--- config.mk ---
export PLATFORM = sky130hd
export DESIGN_NAME = fade_frame_rx_flat
export DESIGN_NICKNAME = d
export VERILOG_FILES = /design/src/rtl/fade_frame_rx_pkg.sv /design/src/rtl/fade_frame_rx_if.sv /design/src/rtl/fade_frame_bank.sv /design/src/rtl/fade_frame_rx.sv /design/src/flat_wrapper.sv
export SDC_FILE = /design/constraint.sdc
export NUM_CORES = 2
export LEC_CHECK = 0
export BUFFER_PORTS_ARGS = -buffer_cell sky130_fd_sc_hd__buf_2
export CAP_MARGIN = 20
export CELL_PAD_IN_SITES_DETAIL_PLACEMENT = 2
export CELL_PAD_IN_SITES_GLOBAL_PLACEMENT = 2
export CORE_ASPECT_RATIO = 1.2
export CORE_MARGIN = 2
export CORE_UTILIZATION = 44
export DETAILED_ROUTE_END_ITERATION = 7
export PLACE_DENSITY = 0.78
export SYNTH_ARGS = -nofsm -noshare
export SYNTH_HDL_FRONTEND = slang
export SYNTH_SLANG_ARGS = --single-unit
--- constraint.sdc ---
create_clock -name clk -period 4.4 [get_ports clk]
set_clock_uncertainty 0.1 [all_clocks]
set_input_delay 0.22 -clock clk [delete_from_list [all_inputs] [get_ports clk]]
set_output_delay 0.22 -clock clk [all_outputs]
set_load 0.005 [all_outputs]
--- src/rtl/fade_frame_rx_pkg.sv ---
// -----------------------------------------------------------------------------
// fade_pkg
// Shared constants and types for the fade IFFT frame receiver.
//   N_LOG2 / N : frame length (32 points)
//   DW         : bits per real/imag component
//   UW         : width of the AXI-Stream tuser sample-index field
//   sample_t   : one complex sample {re, im}
//   frame_t    : N samples, entry k holds the sample with index k
//   rx_state_t : writer FSM states
// -----------------------------------------------------------------------------
package fade_pkg;

    localparam int unsigned N_LOG2 = 5;
    localparam int unsigned N      = 1 << N_LOG2;
    localparam int unsigned DW     = 16;
    localparam int unsigned UW     = 8;

    // Beat counter value of the final beat of a frame.
    localparam logic [N_LOG2-1:0] LAST_BEAT = N_LOG2'(N - 1);

    typedef struct packed {
        logic signed [DW-1:0] re;
        logic signed [DW-1:0] im;
    } sample_t;

    typedef sample_t [N-1:0] frame_t;

    typedef enum logic [0:0] {
        FILL   = 1'b0,
        RESYNC = 1'b1
    } rx_state_t;

    // tdata carries {imag, real}.
    function automatic sample_t unpack_tdata(input logic [2*DW-1:0] tdata);
        sample_t s;
        s.re = tdata[DW-1:0];
        s.im = tdata[2*DW-1:DW];
        return s;
    endfunction

endpackage

--- src/rtl/fade_frame_rx_if.sv ---
// -----------------------------------------------------------------------------
// fade_frame_rx_if
// AXI-Stream link from the fade IFFT master port to the frame receiver.
//   tdata  : {imag, real}, 2*DW bits
//   tuser  : sample index in the low N_LOG2 bits, upper bits ignored
//   tvalid : beat valid (master)
//   tready : beat accepted when tvalid & tready (slave)
//   tlast  : last beat of a frame
// Modports: master (IFFT side), slave (receiver side).
// -----------------------------------------------------------------------------
interface fade_frame_rx_if;

    logic [2*fade_pkg::DW-1:0] tdata;
    logic [fade_pkg::UW-1:0]   tuser;
    logic                      tvalid;
    logic                      tready;
    logic                      tlast;

    modport master (
        output tdata,
        output tuser,
        output tvalid,
        output tlast,
        input  tready
    );

    modport slave (
        input  tdata,
        input  tuser,
        input  tvalid,
        input  tlast,
        output tready
    );

endinterface

--- src/rtl/fade_frame_bank.sv ---
// -----------------------------------------------------------------------------
// fade_frame_bank
// One N-entry sample buffer of the ping-pong pair. Tracks which entries have
// been written in the current frame and flags a duplicated index.
// Ports:
//   clk, aresetn : clock, asynchronous active-low reset
//   we           : write wdata at waddr this cycle
//   waddr        : sample index
//   wdata        : sample to store
//   clr          : end of frame, clear bitmap and dup flag (wins over we)
//   rdata        : whole buffered frame
//   dup_now      : duplicate seen in this frame, including the current write
// -----------------------------------------------------------------------------
module fade_frame_bank
    import fade_pkg::*;
(
    input  logic              clk,
    input  logic              aresetn,
    input  logic              we,
    input  logic [N_LOG2-1:0] waddr,
    input  sample_t           wdata,
    input  logic              clr,
    output frame_t            rdata,
    output logic              dup_now
);

    frame_t          mem_q;
    logic [N-1:0]    bitmap_q, bitmap_d;
    logic            dup_q, dup_d;

    // Sample storage is deliberately not reset; it is only observed while
    // the owning full flag is set.
    always_ff @(posedge clk) begin
        if (we) begin
            mem_q[waddr] <= wdata;
        end
    end

    always_comb begin
        // The final beat of a frame must see its own collision, so the
        // combinational view is exported rather than the registered flag.
        dup_now  = dup_q | (we & bitmap_q[waddr]);
        bitmap_d = bitmap_q;
        dup_d    = dup_now;
        if (we) begin
            bitmap_d[waddr] = 1'b1;
        end
        if (clr) begin
            bitmap_d = '0;
            dup_d    = 1'b0;
        end
    end

    always_ff @(posedge clk or negedge aresetn) begin
        if (!aresetn) begin
            bitmap_q <= '0;
            dup_q    <= 1'b0;
        end else begin
            bitmap_q <= bitmap_d;
            dup_q    <= dup_d;
        end
    end

    assign rdata = mem_q;

endmodule

--- src/rtl/fade_frame_rx.sv ---
// -----------------------------------------------------------------------------
// fade_frame_rx
// Receives 32-point frames from the fade IFFT over AXI-Stream, writes each
// beat into a ping-pong bank at its tuser index (undoing output ordering),
// checks tlast placement and index uniqueness, and presents good frames in
// parallel with a valid/ready handshake.
// Ports:
//   clk, aresetn         : clock, asynchronous active-low reset
//   s_axis               : AXI-Stream slave (tdata/tuser/tvalid/tready/tlast)
//   frame_valid          : a complete good frame is presented
//   frame_ready          : consumer takes the frame on valid & ready
//   frame_real/imag      : entry k = component of sample with index k
//   err_tlast_unexpected : one-cycle pulse, tlast before beat N
//   err_tlast_missing    : one-cycle pulse, beat N without tlast
//   err_index            : one-cycle pulse, frame had a duplicated index
//   frame_count          : good frames completed, wraps at 16 bits
// -----------------------------------------------------------------------------
module fade_frame_rx
    import fade_pkg::*;
(
    input  logic                clk,
    input  logic                aresetn,
    fade_frame_rx_if.slave      s_axis,
    output logic                frame_valid,
    input  logic                frame_ready,
    output logic [N-1:0][DW-1:0] frame_real,
    output logic [N-1:0][DW-1:0] frame_imag,
    output logic                err_tlast_unexpected,
    output logic                err_tlast_missing,
    output logic                err_index,
    output logic [15:0]         frame_count
);

    rx_state_t         state_q, state_d;
    logic [N_LOG2-1:0] cnt_q, cnt_d;
    logic              wr_sel_q, wr_sel_d;
    logic              rd_sel_q, rd_sel_d;
    logic [1:0]        full_q, full_d;
    logic [15:0]       count_q, count_d;
    logic              err_unexp_q, err_unexp_d;
    logic              err_miss_q, err_miss_d;
    logic              err_idx_q, err_idx_d;

    logic              tready;
    logic              accept;
    logic              wr_we;
    logic              wr_clr;
    logic              cur_dup;
    logic [N_LOG2-1:0] waddr;
    sample_t           wdata;
    frame_t            bank_rdata [2];
    logic              bank_dup   [2];
    frame_t            rd_frame;

    // Index bits above N_LOG2 carry no meaning for this frame size.
    logic unused_tuser;
    assign unused_tuser = ^s_axis.tuser[UW-1:N_LOG2];

    assign waddr = s_axis.tuser[N_LOG2-1:0];
    assign wdata = unpack_tdata(s_axis.tdata);

    // tready depends on registers only, never on tvalid.
    assign tready        = (state_q == RESYNC) | ~full_q[wr_sel_q];
    assign s_axis.tready = tready;
    assign accept        = s_axis.tvalid & tready;
    assign cur_dup       = bank_dup[wr_sel_q];

    for (genvar b = 0; b < 2; b++) begin : g_bank
        fade_frame_bank u_bank (
            .clk     (clk),
            .aresetn (aresetn),
            .we      (wr_we & (wr_sel_q == 1'(b))),
            .waddr   (waddr),
            .wdata   (wdata),
            .clr     (wr_clr & (wr_sel_q == 1'(b))),
            .rdata   (bank_rdata[b]),
            .dup_now (bank_dup[b])
        );
    end

    always_comb begin
        state_d     = state_q;
        cnt_d       = cnt_q;
        wr_sel_d    = wr_sel_q;
        rd_sel_d    = rd_sel_q;
        full_d      = full_q;
        count_d     = count_q;
        err_unexp_d = 1'b0;
        err_miss_d  = 1'b0;
        err_idx_d   = 1'b0;
        wr_we       = 1'b0;
        wr_clr      = 1'b0;

        // Reader: hand over the bank at rd_sel and move on.
        if (full_q[rd_sel_q] && frame_ready) begin
            full_d[rd_sel_q] = 1'b0;
            rd_sel_d         = ~rd_sel_q;
        end

        // Writer. A set here never targets the bank the reader is clearing:
        // writing requires full[wr_sel] = 0, reading requires full[rd_sel] = 1.
        unique case (state_q)
            FILL: begin
                if (accept) begin
                    wr_we = 1'b1;
                    if (s_axis.tlast && (cnt_q != LAST_BEAT)) begin
                        err_unexp_d = 1'b1;
                        wr_clr      = 1'b1;
                        cnt_d       = '0;
                    end else if (cnt_q == LAST_BEAT) begin
                        wr_clr = 1'b1;
                        cnt_d  = '0;
                        if (s_axis.tlast) begin
                            if (cur_dup) begin
                                err_idx_d = 1'b1;
                            end else begin
                                full_d[wr_sel_q] = 1'b1;
                                wr_sel_d         = ~wr_sel_q;
                                count_d          = count_q + 16'd1;
                            end
                        end else begin
                            err_miss_d = 1'b1;
                            state_d    = RESYNC;
                        end
                    end else begin
                        cnt_d = cnt_q + 1'b1;
                    end
                end
            end
            RESYNC: begin
                // Drop everything up to and including the next tlast.
                if (accept && s_axis.tlast) begin
                    state_d = FILL;
                    cnt_d   = '0;
                end
            end
            default: begin
                state_d = FILL;
                cnt_d   = '0;
            end
        endcase
    end

    always_ff @(posedge clk or negedge aresetn) begin
        if (!aresetn) begin
            state_q     <= FILL;
            cnt_q       <= '0;
            wr_sel_q    <= 1'b0;
            rd_sel_q    <= 1'b0;
            full_q      <= '0;
            count_q     <= '0;
            err_unexp_q <= 1'b0;
            err_miss_q  <= 1'b0;
            err_idx_q   <= 1'b0;
        end else begin
            state_q     <= state_d;
            cnt_q       <= cnt_d;
            wr_sel_q    <= wr_sel_d;
            rd_sel_q    <= rd_sel_d;
            full_q      <= full_d;
            count_q     <= count_d;
            err_unexp_q <= err_unexp_d;
            err_miss_q  <= err_miss_d;
            err_idx_q   <= err_idx_d;
        end
    end

    assign rd_frame = bank_rdata[rd_sel_q];

    always_comb begin
        for (int k = 0; k < N; k++) begin
            frame_real[k] = rd_frame[k].re;
            frame_imag[k] = rd_frame[k].im;
        end
    end

    assign frame_valid          = full_q[rd_sel_q];
    assign frame_count          = count_q;
    assign err_tlast_unexpected = err_unexp_q;
    assign err_tlast_missing    = err_miss_q;
    assign err_index            = err_idx_q;

endmodule

--- src/flat_wrapper.sv ---
// flat-port wrapper written by rule: the top's interface ports become plain ports
module fade_frame_rx_flat import fade_pkg::*;
  (clk, aresetn, frame_valid, frame_ready, frame_real, frame_imag, err_tlast_unexpected, err_tlast_missing, err_index, frame_count, s_axis_tdata, s_axis_tuser, s_axis_tvalid, s_axis_tlast, s_axis_tready);
  fade_frame_rx_if s_axis_i ();
  input  logic clk;
  input  logic aresetn;
  output logic frame_valid;
  input  logic frame_ready;
  output logic [N-1:0][DW-1:0] frame_real;
  output logic [N-1:0][DW-1:0] frame_imag;
  output logic err_tlast_unexpected;
  output logic err_tlast_missing;
  output logic err_index;
  output logic [15:0] frame_count;
  input wire logic [$bits(s_axis_i.tdata)-1:0] s_axis_tdata;
  input wire logic [$bits(s_axis_i.tuser)-1:0] s_axis_tuser;
  input wire logic [$bits(s_axis_i.tvalid)-1:0] s_axis_tvalid;
  input wire logic [$bits(s_axis_i.tlast)-1:0] s_axis_tlast;
  output wire logic [$bits(s_axis_i.tready)-1:0] s_axis_tready;
  assign s_axis_i.tdata = s_axis_tdata;
  assign s_axis_i.tuser = s_axis_tuser;
  assign s_axis_i.tvalid = s_axis_tvalid;
  assign s_axis_i.tlast = s_axis_tlast;
  assign s_axis_tready = s_axis_i.tready;
  fade_frame_rx u_core (.clk(clk), .aresetn(aresetn), .s_axis(s_axis_i), .frame_valid(frame_valid), .frame_ready(frame_ready), .frame_real(frame_real), .frame_imag(frame_imag), .err_tlast_unexpected(err_tlast_unexpected), .err_tlast_missing(err_tlast_missing), .err_index(err_index), .frame_count(frame_count));
endmodule
==> out/qor.csv <==
metric,value,unit
count of buffers from port buffering,1086,
distinct cell type count after synthesis,49,
reg2reg setup slack,0.28,ns
DRC,0,
synthesized flop and latch total,2143,
syn avg cell area,21.6,µm²
"Req. time, crit path",4.84,ns
vias per cell,5.71,
Final GP Congestion,0.800,
Power Total,42.5,mW
commonest cells in the netlist,"edfxtp_1 (2,048), mux2_2 (1,029), clkbuf_1 (127), dfrtp_1 (95), nor2_1 (79)",
Worst Path Arrival,4.56,ns
Clock Tree Buf Depth,3,
final setup fails,0,
global-route wire length before repair,412,mm
placed cell area,87500,µm²
Setup TNS,0,ns
cell count after synthesis,3605,
routed via count,42500,
yosys warns,0,
hold slack,0.0380,ns
crit-path cells,mux2i_1 > nand2_1 > nor3_1 > nand2_1 > nor2_4 > buf_4,
CTS tree,done,
fill cell count,15200,
Pwr Density,446,nW/µm²
"area leader, netlist",edfxtp_1,
CP dominant cell by count,nand2_1,
critical path's top delay family,simple AND/OR/NAND/NOR gates,
H-tree levels,4,
largest net degree at the start of global routing,98,
Initial Utilization,44.2,%
Final #Nets,4996,
Post-synth EDFFs,2048,
"count leader, synth",edfxtp_1,
Final HPWL DP,190,mm
largest cells by area after synthesis,"edfxtp_1 (79%), mux2_2 (15%), dfrtp_1 (3.0%)",
Post-DRT Antenna Nets,0,
gr ovfl total,0,
VDD IR max,0.000385,V
Clock Latency Late Sink,0.87,ns
minimum clock period,4.12,ns
layout cells sized above 1,51.5,%
DR iter-0 viols,4046,
top-area cell type share of the netlist area,78.9,%
clk sinks,2143,
"Slowest-stage cell, CP",nor2_4,
Core Rows,169,
Leak,32.9,nW
"Async S/R FF share, synth",4.43,%
die width,388,µm
RSZ-0062 raised after global routing,false,
GRT Overall Usage,33.4,%
final wirelength,306,mm
total CTS buffers,211,
vias in the first global route,46300,
P&R area growth vs syn,22.1,%
HP Class,in2reg,
"Slew Viols, Final",0,
io pins,1090,
Max-Slew Margin vs Limit,16.3,%
CP Class,reg2reg,
crit path launch type,flop,
Final Hold Fails,0,
Worst setup EP type,flop,
Mapped Nets,3653,
synthesized area,78000,µm²
max_cap viols,0,
Slew @ Worst Pin,1.26,ns
WL/cell,41.1,µm
top_reg_cell synth,edfxtp_1,
Buf/Inv on CP,1,
core region area,176000,µm²
die height,465,µm
post-route cell area,95200,µm²
Initial DRT Pass Iterations,5,
CP max FO,21,
die area,181000,µm²
initial antenna violation count,24,
sequential cell area fraction in the yosys report,81.9,%
Clock transition at path regs,0.07,ns
CTS root buffer,clkbuf_16,
fin crit share,93.6,%
f_max,243,MHz
Slowest Stage Delay on Critical Path,0.96,ns
post_cts resized,0,
outcome,"finished, final reports clean",
## routing by layer
layer | wire length [µm] | GRT usage [%] | part of all wire, %
met3 | 25300 | 9.54 | 8.3
met4 | 12600 | 12.6 | 4.1
met5 | 60 | 0 | 0.020
met2 | 157000 | 58.6 | 51
met1 | 111000 | 38.8 | 36
## cells by family (layout without fill, tap and decap cells)
group	Yosys count	in the layout	synth area share, %
buffers and inverters	141	1671	0.706
AOI/OAI and AO/OA	91	91	0.871
adders and majority gates	3	3	0.0482
other	0	8	0
and+or+nand+nor	153	153	0.948
muxes	1057	1057	15.3
xor gates and xnor gates	17	17	0.191
DFF	2143	2143	81.9
## layout by cell type, fill, tap and decap left out, types with 42 or more instances in the layout
master     netlist  layout
buf_2            5    1053
buf_4            0     154
clkbuf_1       127      59
clkbuf_16        0     218
clkinv_2         0      42
dfrtp_1         95      94
edfxtp_1      2048    2048
mux2_2        1029    1029
nor2_4           0      62
o21a_1          63      63
## through the flow
step                      instances  setup slack (ns)  utilization (%)
after floorplan                3605             0.705                -
after global routing           7444             0.131             54.0
after global placement         6993             0.547             49.6
after detailed placement       6993             0.347             49.6
final                          7451             0.282             54.0
after CTS                      7429             0.316             53.8
## final cells by class
type / instances / area [µm²] / share of cell area (%)
Tap cell: 2308 / 2890 / 3.03
Clock inverter: 122 / 1360 / 1.43
Inverter: 3 / 11.3 / 0.0118
Multi-Input combinational cell: 1321 / 14000 / 14.7
Antenna cell: 8 / 20.0 / 0.0210
Sequential cell: 2143 / 63900 / 67.1
Timing Repair Buffer: 1268 / 7290 / 7.66
Clock buffer: 278 / 5690 / 5.98
## final timing paths
check,from,to,cells past startpoint
max in group asynchronous,aresetn,u_core.g_bank[0].u_bank.bitmap_q[2]$_DFFE_PN0P_,4
min,s_axis_tdata[2],u_core.g_bank[1].u_bank.rdata[338]$_DFFE_PP_,1
min reg2reg,u_core.g_bank[1].u_bank.bitmap_q[24]$_DFFE_PN0P_,u_core.g_bank[1].u_bank.bitmap_q[24]$_DFFE_PN0P_,1
max,u_core.wr_sel_q$_DFFE_PN0P_,u_core.g_bank[0].u_bank.rdata[87]$_DFFE_PP_,6
max reg2reg,u_core.wr_sel_q$_DFFE_PN0P_,u_core.g_bank[0].u_bank.rdata[87]$_DFFE_PP_,6
min in group asynchronous,aresetn,u_core.err_tlast_missing$_DFF_PN0_,3
## state kept, by name (all words and copies together) (netlist names)
signal and count:
u_core.state_q 1, u_core.g_bank.u_bank.rdata 2048, u_core.wr_sel_q 1, u_core.g_bank.u_bank.bitmap_q 64, u_core.err_tlast_missing 1, u_core.g_bank.u_bank.dup_q 2, u_core.err_tlast_unexpected 1, u_core.err_index 1
u_core.full_q 2, u_core.frame_count 16, u_core.cnt_q 5, u_core.rd_sel_q 1
## report_power, final
group | switching [mW] | internal, mW | total, mW
Clock | 8.24 | 10.7 | 18.9
Sequential | 0.0411 | 22.4 | 22.5
Combinational | 0.860 | 0.188 | 1.05
## repair_timing
item	in CTS	in global routing
hold buffers	36	4
buffers inserted	0	0
setup endpoints to repair	0	0
endpoints found under the hold margin	897	110
Power figures use the tool's default switching activity.
